$ cat src/rtl/blk_deframer_if.sv
// Handshake bundle for the block deframer: compressed beat stream in,
// assembled block stream out, plus the framing-error pulse.
interface blk_deframer_if #(
   parameter int D_BITWIDTH = 64,
   parameter int BEATS      = 8
);
   logic [D_BITWIDTH-1:0]       data_i;
   logic                        valid_i;
   logic                        ready_o;
   logic                        sop_i;
   logic                        eop_i;
   logic [1:0]                  mode_i;
   logic [D_BITWIDTH*BEATS-1:0] blk_data_o;
   logic [1:0]                  blk_mode_o;
   logic                        blk_valid_o;
   logic                        blk_ready_i;
   logic                        err_o;
   logic [1:0]                  err_code_o;

   modport master (
      output data_i, valid_i, sop_i, eop_i, mode_i, blk_ready_i,
      input  ready_o, blk_data_o, blk_mode_o, blk_valid_o, err_o, err_code_o
   );

   modport slave (
      input  data_i, valid_i, sop_i, eop_i, mode_i, blk_ready_i,
      output ready_o, blk_data_o, blk_mode_o, blk_valid_o, err_o, err_code_o
   );
endinterface

$ cat src/rtl/blk_deframer.sv
// Block deframer: collects BEATS-beat bursts into a block, checks sop/eop
// framing, and queues complete blocks in a SLOTS-deep FIFO for the decoder.
module blk_deframer #(
   parameter int D_BITWIDTH = 64,
   parameter int BEATS      = 8,
   parameter int SLOTS      = 2
) (
   input logic           clk,
   input logic           rst_n,
   blk_deframer_if.slave bus
);
   localparam int CW  = (BEATS > 1) ? $clog2(BEATS) : 1;
   localparam int PW  = (SLOTS > 1) ? $clog2(SLOTS) : 1;
   localparam int CTW = $clog2(SLOTS + 1);
   localparam int BW  = D_BITWIDTH * BEATS;

   localparam logic [1:0] ERR_SOP    = 2'b01;
   localparam logic [1:0] ERR_ORPHAN = 2'b10;
   localparam logic [1:0] ERR_LEN    = 2'b11;

   typedef enum logic {IDLE, COLLECT} state_t;

   state_t                              state_q, state_d;
   logic [CW-1:0]                       cnt_q, cnt_d;
   logic [1:0]                          mode_q;
   logic [BEATS-2:0][D_BITWIDTH-1:0]    asm_q;
   logic [BW-1:0]                       buf_data [SLOTS];
   logic [1:0]                          buf_mode [SLOTS];
   logic [PW-1:0]                       wr_ptr_q, rd_ptr_q;
   logic [CTW-1:0]                      count_q;
   logic                                err_q, err_d;
   logic [1:0]                          code_q, code_d;

   logic                                ready, beat_acc, pop, commit;
   logic                                store, cap_mode;
   logic [CW-1:0]                       store_idx;

   function automatic logic [PW-1:0] ptr_inc(input logic [PW-1:0] p);
      return (p == PW'(SLOTS - 1)) ? '0 : p + PW'(1);
   endfunction

   // Handshake and head-of-FIFO outputs; ready depends on occupancy only.
   always_comb begin
      ready           = (count_q < CTW'(SLOTS));
      beat_acc        = bus.valid_i & ready;
      pop             = (count_q != '0) & bus.blk_ready_i;
      bus.ready_o     = ready;
      bus.blk_valid_o = (count_q != '0);
      bus.blk_data_o  = (count_q != '0) ? buf_data[rd_ptr_q] : '0;
      bus.blk_mode_o  = (count_q != '0) ? buf_mode[rd_ptr_q] : '0;
      bus.err_o       = err_q;
      bus.err_code_o  = code_q;
   end

   // Framing FSM: next state, beat placement, commit and error decisions.
   always_comb begin
      state_d   = state_q;
      cnt_d     = cnt_q;
      store     = 1'b0;
      store_idx = cnt_q;
      cap_mode  = 1'b0;
      commit    = 1'b0;
      err_d     = 1'b0;
      code_d    = '0;
      if (beat_acc) begin
         unique case (state_q)
            IDLE: begin
               if (!bus.sop_i) begin
                  err_d  = 1'b1;
                  code_d = ERR_ORPHAN;
               end else if (bus.eop_i) begin
                  err_d  = 1'b1;
                  code_d = ERR_LEN;
               end else begin
                  store     = 1'b1;
                  store_idx = '0;
                  cap_mode  = 1'b1;
                  cnt_d     = CW'(1);
                  state_d   = COLLECT;
               end
            end
            COLLECT: begin
               if (bus.sop_i) begin
                  // Restart on the new sop; a restart that also carries eop
                  // is a one-beat block and is dropped under the same pulse.
                  err_d  = 1'b1;
                  code_d = ERR_SOP;
                  if (bus.eop_i) begin
                     cnt_d   = '0;
                     state_d = IDLE;
                  end else begin
                     store     = 1'b1;
                     store_idx = '0;
                     cap_mode  = 1'b1;
                     cnt_d     = CW'(1);
                  end
               end else if (cnt_q == CW'(BEATS - 1)) begin
                  cnt_d   = '0;
                  state_d = IDLE;
                  if (bus.eop_i) begin
                     commit = 1'b1;
                  end else begin
                     err_d  = 1'b1;
                     code_d = ERR_LEN;
                  end
               end else if (bus.eop_i) begin
                  err_d   = 1'b1;
                  code_d  = ERR_LEN;
                  cnt_d   = '0;
                  state_d = IDLE;
               end else begin
                  store = 1'b1;
                  cnt_d = cnt_q + CW'(1);
               end
            end
            default: begin
               state_d = IDLE;
               cnt_d   = '0;
            end
         endcase
      end
   end

   // Control state, FIFO pointers/occupancy and the registered error pulse.
   always_ff @(posedge clk or negedge rst_n) begin
      if (!rst_n) begin
         state_q  <= IDLE;
         cnt_q    <= '0;
         wr_ptr_q <= '0;
         rd_ptr_q <= '0;
         count_q  <= '0;
         err_q    <= 1'b0;
         code_q   <= '0;
      end else begin
         state_q <= state_d;
         cnt_q   <= cnt_d;
         err_q   <= err_d;
         code_q  <= code_d;
         if (commit) wr_ptr_q <= ptr_inc(wr_ptr_q);
         if (pop)    rd_ptr_q <= ptr_inc(rd_ptr_q);
         if (commit && !pop)      count_q <= count_q + CTW'(1);
         else if (!commit && pop) count_q <= count_q - CTW'(1);
      end
   end

   // Datapath storage; contents are only observed when occupancy says so.
   always_ff @(posedge clk) begin
      if (store)    asm_q[store_idx] <= bus.data_i;
      if (cap_mode) mode_q <= bus.mode_i;
      if (commit) begin
         buf_data[wr_ptr_q] <= {bus.data_i, asm_q};
         buf_mode[wr_ptr_q] <= mode_q;
      end
   end
endmodule

$ cat src/flat_wrapper.sv
// flat-port wrapper written by rule: the top's interface ports become plain ports
module blk_deframer_flat 
#(
   parameter int D_BITWIDTH = 64,
   parameter int BEATS      = 8,
   parameter int SLOTS      = 2
)
  (clk, rst_n, bus_data_i, bus_valid_i, bus_sop_i, bus_eop_i, bus_mode_i, bus_blk_ready_i, bus_ready_o, bus_blk_data_o, bus_blk_mode_o, bus_blk_valid_o, bus_err_o, bus_err_code_o);
  blk_deframer_if #(.D_BITWIDTH(D_BITWIDTH), .BEATS(BEATS)) bus_i ();
  input logic clk;
  input logic rst_n;
  input wire logic [$bits(bus_i.data_i)-1:0] bus_data_i;
  input wire logic [$bits(bus_i.valid_i)-1:0] bus_valid_i;
  input wire logic [$bits(bus_i.sop_i)-1:0] bus_sop_i;
  input wire logic [$bits(bus_i.eop_i)-1:0] bus_eop_i;
  input wire logic [$bits(bus_i.mode_i)-1:0] bus_mode_i;
  input wire logic [$bits(bus_i.blk_ready_i)-1:0] bus_blk_ready_i;
  output wire logic [$bits(bus_i.ready_o)-1:0] bus_ready_o;
  output wire logic [$bits(bus_i.blk_data_o)-1:0] bus_blk_data_o;
  output wire logic [$bits(bus_i.blk_mode_o)-1:0] bus_blk_mode_o;
  output wire logic [$bits(bus_i.blk_valid_o)-1:0] bus_blk_valid_o;
  output wire logic [$bits(bus_i.err_o)-1:0] bus_err_o;
  output wire logic [$bits(bus_i.err_code_o)-1:0] bus_err_code_o;
  assign bus_i.data_i = bus_data_i;
  assign bus_i.valid_i = bus_valid_i;
  assign bus_i.sop_i = bus_sop_i;
  assign bus_i.eop_i = bus_eop_i;
  assign bus_i.mode_i = bus_mode_i;
  assign bus_i.blk_ready_i = bus_blk_ready_i;
  assign bus_ready_o = bus_i.ready_o;
  assign bus_blk_data_o = bus_i.blk_data_o;
  assign bus_blk_mode_o = bus_i.blk_mode_o;
  assign bus_blk_valid_o = bus_i.blk_valid_o;
  assign bus_err_o = bus_i.err_o;
  assign bus_err_code_o = bus_i.err_code_o;
  blk_deframer #(.D_BITWIDTH(D_BITWIDTH), .BEATS(BEATS), .SLOTS(SLOTS)) u_core (.clk(clk), .rst_n(rst_n), .bus(bus_i));
endmodule
$ cat config.mk
export PLATFORM = sky130hd
export DESIGN_NAME = blk_deframer_flat
export DESIGN_NICKNAME = d
export VERILOG_FILES = /design/src/rtl/blk_deframer_if.sv /design/src/rtl/blk_deframer.sv /design/src/flat_wrapper.sv
export SDC_FILE = /design/constraint.sdc
export NUM_CORES = 1
export LEC_CHECK = 0
export BUFFER_PORTS_ARGS = -buffer_cell sky130_fd_sc_hd__buf_2
export CORE_MARGIN = 10
export CORE_UTILIZATION = 50
export CTS_BUF_LIST = sky130_fd_sc_hd__clkbuf_16
export DETAILED_ROUTE_END_ITERATION = 8
export PLACE_DENSITY = 0.7
export SYNTH_ARGS = -nofsm -noshare
export SYNTH_HDL_FRONTEND = slang
export SYNTH_SLANG_ARGS = --single-unit
$ cat constraint.sdc
create_clock -name clk -period 59.9 [get_ports clk]
set_input_delay 11.98 -clock clk [delete_from_list [all_inputs] [get_ports clk]]
set_output_delay 11.98 -clock clk [all_outputs]
set_load 0.02 [all_outputs]
* Word-level counts from Yosys, hierarchy flattened
Memories as Yosys holds them, arrays and structs flattened.
Index checks and enable logic that the tools add are counted.
** Word-level totals
- Bits in registers :: 461
- RAM bits :: 1028
- Input port bits :: 72
- Output and inout bits :: 519
- Word-level logic and storage cells :: 84
- Memories kept :: 2
** Operators by class
- $add $sub $neg :: 5
- Magnitude comparators :: 3
- Equality and inequality tests :: 3
- Mux-type cells :: 45
- Bitwise gates (word level) :: 3
- Reduce and logical (&&, ||, !) cells :: 8
** Memory list
- u_core.buf_data :: depth 2, width 512, rd ports 1, clocked after memory_dff 0, write ports 1, RTL line blk_deframer.sv:27 : logic [BW-1:0] buf_data [SLOTS];
- u_core.buf_mode :: depth 2, width 2, rd ports 1, clocked after memory_dff 0, write ports 1, RTL line blk_deframer.sv:28 : logic [1:0] buf_mode [SLOTS];
** Operator list (count)
- 512-bit 2-to-1 mux :: 1
- 448-bit bitwise mux :: 1
- 64-bit demux with 3-bit select :: 1
- 64-bit 2-to-1 mux :: 1
- 3-bit 2-to-1 mux :: 8
- 1-bit 2-to-1 mux :: 20
- 2-bit 2-to-1 mux :: 9
- 3-bit case mux with 2 select lines :: 1
- 3-bit by 4-bit < comparator with 1-bit output, second input constant :: 1
- 2-bit != test, second input constant :: 2
- 1-bit case mux with 2 select lines :: 2
- 2-bit case mux with 2 select lines :: 1
- 2-bit nonzero test :: 2
- 3-bit by 1-bit adder with 3-bit output, second input constant :: 1
- 3-bit == test, second input constant :: 1
- 3-bit by 1-bit greater-or-equal comparator with 1-bit output, second input constant :: 1
- 1-bit logical AND :: 3
- 3-bit AND reduction :: 1
- 1-bit adder, second input constant :: 2
- 2-bit by 1-bit adder with 2-bit output, second input constant :: 1
- 1-bit AND :: 2
- 1-bit logical NOT :: 2
- 2-bit < comparator, second input constant :: 1
- 2-bit by 1-bit subtractor with 2-bit output, second input constant :: 1
- 1-bit inverter :: 1

* Longest topological paths before layout
- Word-level depth :: 9
- Depth in mapped cells :: 9
- Gate-level depth less buffers :: 9

* Least setup slack after synthesis
OpenSTA, ideal clock, no wires.
- Kind :: input -> register
- Start :: input bus_sop_i
- End :: memory u_core.buf_data[0][0] (netlist name) (enable)
- Library setup time :: 1.406 ns
- Data arrival time :: 33.632 ns
- Data required time :: 58.494 ns
- Path slack :: 24.862 ns
- Stages :: 3
- Buffers on the path :: 0
- Cells stage by stage :: nor2b_1 -> nand3_1 -> nor2_1
** On the way
- Cells in the longest elaborated chain, start to end :: 5
** RTL lines
- start: declaration :: RTL line flat_wrapper.sv:14 : input wire logic [$bits(bus_i.sop_i)-1:0] bus_sop_i;
- 1-bit 2-to-1 mux :: RTL line blk_deframer.sv:83 : if (bus.sop_i) begin
- 1-bit 2-to-1 mux :: RTL line blk_deframer.sv:66 : unique case (state_q)
- 1-bit 2-to-1 mux :: RTL line blk_deframer.sv:65 : if (beat_acc) begin
- 1-bit 2-to-1 mux :: RTL line blk_deframer.sv:150 : if (commit) begin
- 1-bit 2-to-1 mux (implied by the code) :: RTL line blk_deframer.sv:151 : buf_data[wr_ptr_q] <= {bus.data_i, asm_q};
- end: declaration :: RTL line blk_deframer.sv:27
Every way passes these cells.

* Worst setup path after layout
- Start :: register u_core.rd_ptr_q
- End :: output bus_blk_data_o[433]
** On the way
- Cells in the longest elaborated chain, start to end :: 2
** RTL lines
- start: declaration :: RTL line blk_deframer.sv:29 : logic [PW-1:0] wr_ptr_q, rd_ptr_q;
- start signal: assignment :: RTL line blk_deframer.sv:140 : if (pop) rd_ptr_q <= ptr_inc(rd_ptr_q);
- memory read 2 x 512 bit
- 512-bit 2-to-1 mux :: RTL line blk_deframer.sv:49 : bus.blk_data_o = (count_q != '0) ? buf_data[rd_ptr_q] : '0;
- end: declaration :: RTL line flat_wrapper.sv:19 : output wire logic [$bits(bus_i.blk_data_o)-1:0] bus_blk_data_o;
Every way passes these cells.

==> summary.txt <==
Top_reg_cell synth: edfxtp_1
#FFs+latches synth: 1,489
Area of the core: 105,000 µm²
Largest family of logic cells by synthesized area: multiplexers
Setup TNS: 0 ns
CTS tree: yes
Compound-gate portion of the synthesized area: 0.123%
Critical path type: reg2out
Crit path capture type: primary output
Lkg Pwr: 0.0229 µW
CP dominant cell by count: buf_4
Routed WL: 119 mm
Number of global-route vias before repair: 26,069
Power Total: 2820 µW
Post-route cell area: 61,800 µm²
Worst Hold Depth: 0
Die Wd: 345 µm
Pre-antenna DRT Iters: 8
Clock-pin transition on the worst setup and hold timing paths: 0.06 ns
Ports: 591
Post-synthesis mux area share: 9.76%
Most frequent cells in the layout: edfxtp_1, buf_2, mux2i_1, nor2_1, clkbuf_16
DP Wirelength: 72.9 mm
Pre-CTS WS: 42.41 ns
Status: complete, but fails checks
Avg Synthesized Cell Area: 19.6 µm²
PwrDens: 45.6 nW/µm²
RR Startpoint: u_core.cnt_q[1]
Die area: 119,000 µm²
R2R cell count: 9
Max Clk Rate: 0.0564 GHz
Remaining global-route overflow: 0
Synthesized area: 52,900 µm²
Root buffer cell: clkbuf_16
Worst R2R Setup Slack: 53.82 ns
Post-cts sizing count: 0
Total GRT Usage: 19.3%
First-pass GRT wire length: 172 mm
Slew @ Worst Pin: 1.10 ns
# setup viols final: 0
Total of max-cap violations: 0
Layout cells sized above 1: 24.1%
Slew margin rel.: 26.8%
Hold_buf cts: 0
Die Ht: 345 µm
Htree depth: 4
Nets: 3,435
Worst Path Required: 47.92 ns
Async SR Flop Fraction: 0.739%
Post-synth EDFFs: 1,478
Setup Fix Bufs, Post-CTS: 0
Failing checks: antenna violations
VDD IR max: 0.0682 mV
Vias post-DR: 25,653
Routed Antenna Nets: 1
Xor-xnor portion of the synthesized cell area: 0.0827%
Routed length per instance: 24.5 µm
Crit-path max FO: 126
Final hold vios: 0
Sequential fraction of the synthesis area: 84.3%
Utilization after layout: 58.7%
Hold endpoint: u_core.buf_data[0][84]
Layout fillers: 7,685
Worst hold start: u_core.asm_q[84]
Post-Syn Instances: 2,695
Critical path arrival: 5.75 ns
Worst hold path class: reg2reg
Later-pin clock latency in the skew report: 0.74 ns
CP startpoint kind: flop
Ys Warns: 0
Via-per-instance ratio: 5.26
Initial Util: 50.3%
Cell Area, Placed: 57,200 µm²
Std cell rows: 119
CTS buffer count: 145
DRC: 0
Final Max Slew Viols: 0
Largest net degree at the start of global routing: 164
Drt first-iter violations: 2,185
Commonest non-fill, non-tap cell in the layout: edfxtp_1
Initial antenna violation count: 4
CP cell instances: buf_12, buf_4, buf_4, buf_4, mux2i_1, nor2_1, buf_2
Worst-case clock buffer depth: 3
Input/output buffers: 590
Distinct cells, synth: 26
Simple-Gate Fraction of Synth Area: 3.89%
Layout Area Growth over Synthesis: 16.7%
Worst Skew: 0.0262 ns
Worst setup margin: 42.17 ns
Slowest cell on the critical path: buf_4
Worst path max stage delay: 0.88 ns
RSZ-0062 raised after global routing: false
Syn_nets: 2,772
Minimum clock period: 17.73 ns
Clock sink count: 1,489
Terminus of the critical flop-to-flop path: u_core.buf_data[1][426]
Fin crit share: 29.6%
Adder-cell share of the synthesized area: 0.118%
Gpl congestion: 0.805
## worst max-delay path: cells and delay by family (launching register included)
family | cells | cell delay (ns)
buf+inv | 5 | 3.44
mux | 1 | 0.31
simple gates | 1 | 0.07
flops | 1 | 0.82
## logic make-up after synthesis
logic type,after synthesis
compound gates,12
xor+xnor,5
fa+ha+maj,5
buf+inv,126
flops,1489
mux,516
simple gates,542
## synthesized netlist by cell type (all sizes together) (2+ instances only)
| master | count | area share (%) |
|---|---|---|
| a21oi | 6 | 0.057 |
| buf | 110 | 1.6 |
| clkbuf | 5 | 0.035 |
| dfrtp | 11 | 0.52 |
| edfxtp | 1478 | 84 |
| ha | 5 | 0.12 |
| inv | 11 | 0.078 |
| mux2i | 516 | 9.8 |
| nand2 | 7 | 0.050 |
| nand2b | 2 | 0.024 |
| nand3 | 2 | 0.019 |
| nand4 | 2 | 0.024 |
| nor2 | 523 | 3.7 |
| nor2b | 2 | 0.024 |
| nor3 | 3 | 0.028 |
| o21ai | 3 | 0.028 |
| xnor2 | 4 | 0.066 |
## worst max-delay path by stage
stage | startpoint | to | slack [ns] | depth (start not counted)
2_1_floorplan | bus_sop_i | u_core.buf_data[0][0] | 24.86 | 3
4_1_cts | u_core.rd_ptr_q | bus_blk_data_o[356] | 42.15 | 7
3_3_place_gp | bus_sop_i | u_core.buf_data[1][233] | 42.47 | 8
5_1_grt | u_core.rd_ptr_q | bus_blk_data_o[53] | 41.95 | 7
6_report | u_core.rd_ptr_q | bus_blk_data_o[433] | 42.17 | 7
3_5_place_dp | bus_sop_i | u_core.buf_data[1][359] | 42.41 | 8
## sequential cells by signal (all words and copies together) (netlist names)
signal                 count
u_core.count_q             2
u_core.buf_data         1024
u_core.buf_mode            4
u_core.bus.err_code_o      2
u_core.bus.err_o           1
u_core.asm_q             448
u_core.rd_ptr_q            1
u_core.wr_ptr_q            1
u_core.cnt_q               3
u_core.state_q             1
u_core.mode_q              2
## where the power goes
part	internal (µW)	switching (µW)
Sequential	1140	10.7
Combinational	251	553
Clock	487	371
## layout make-up
cell class / count / area, µm² / area share [%]
Sequential cell: 1489 / 44700 / 72.3
Multi-Input combinational cell: 1080 / 7470 / 12.1
Clock buffer: 149 / 3730 / 6.04
Timing Repair Buffer: 631 / 3300 / 5.34
Tap cell: 1391 / 1740 / 2.82
Clock inverter: 119 / 825 / 1.33
Inverter: 11 / 41.3 / 0.0668
Antenna cell: 5 / 12.5 / 0.0203
## metrics by stage
stage | cells | hold slack (ns)
after floorplan | 2695 | 0.421
after global placement | 4602 | 0.422
after detailed placement | 4602 | 0.429
after CTS | 4870 | 0.423
after global routing | 4870 | 0.437
final | 4875 | 0.424
## metal layers
metal | part of all wire, % | wire length (µm) | GRT usage, %
met1 | 41 | 49300 | 25.2
met2 | 49 | 59000 | 31.7
met3 | 6.2 | 7370 | 4.07
met4 | 3.2 | 3810 | 7.29
met5 | 0 | 0 | 0
Note: power is estimated with default switching activity, not from simulation.
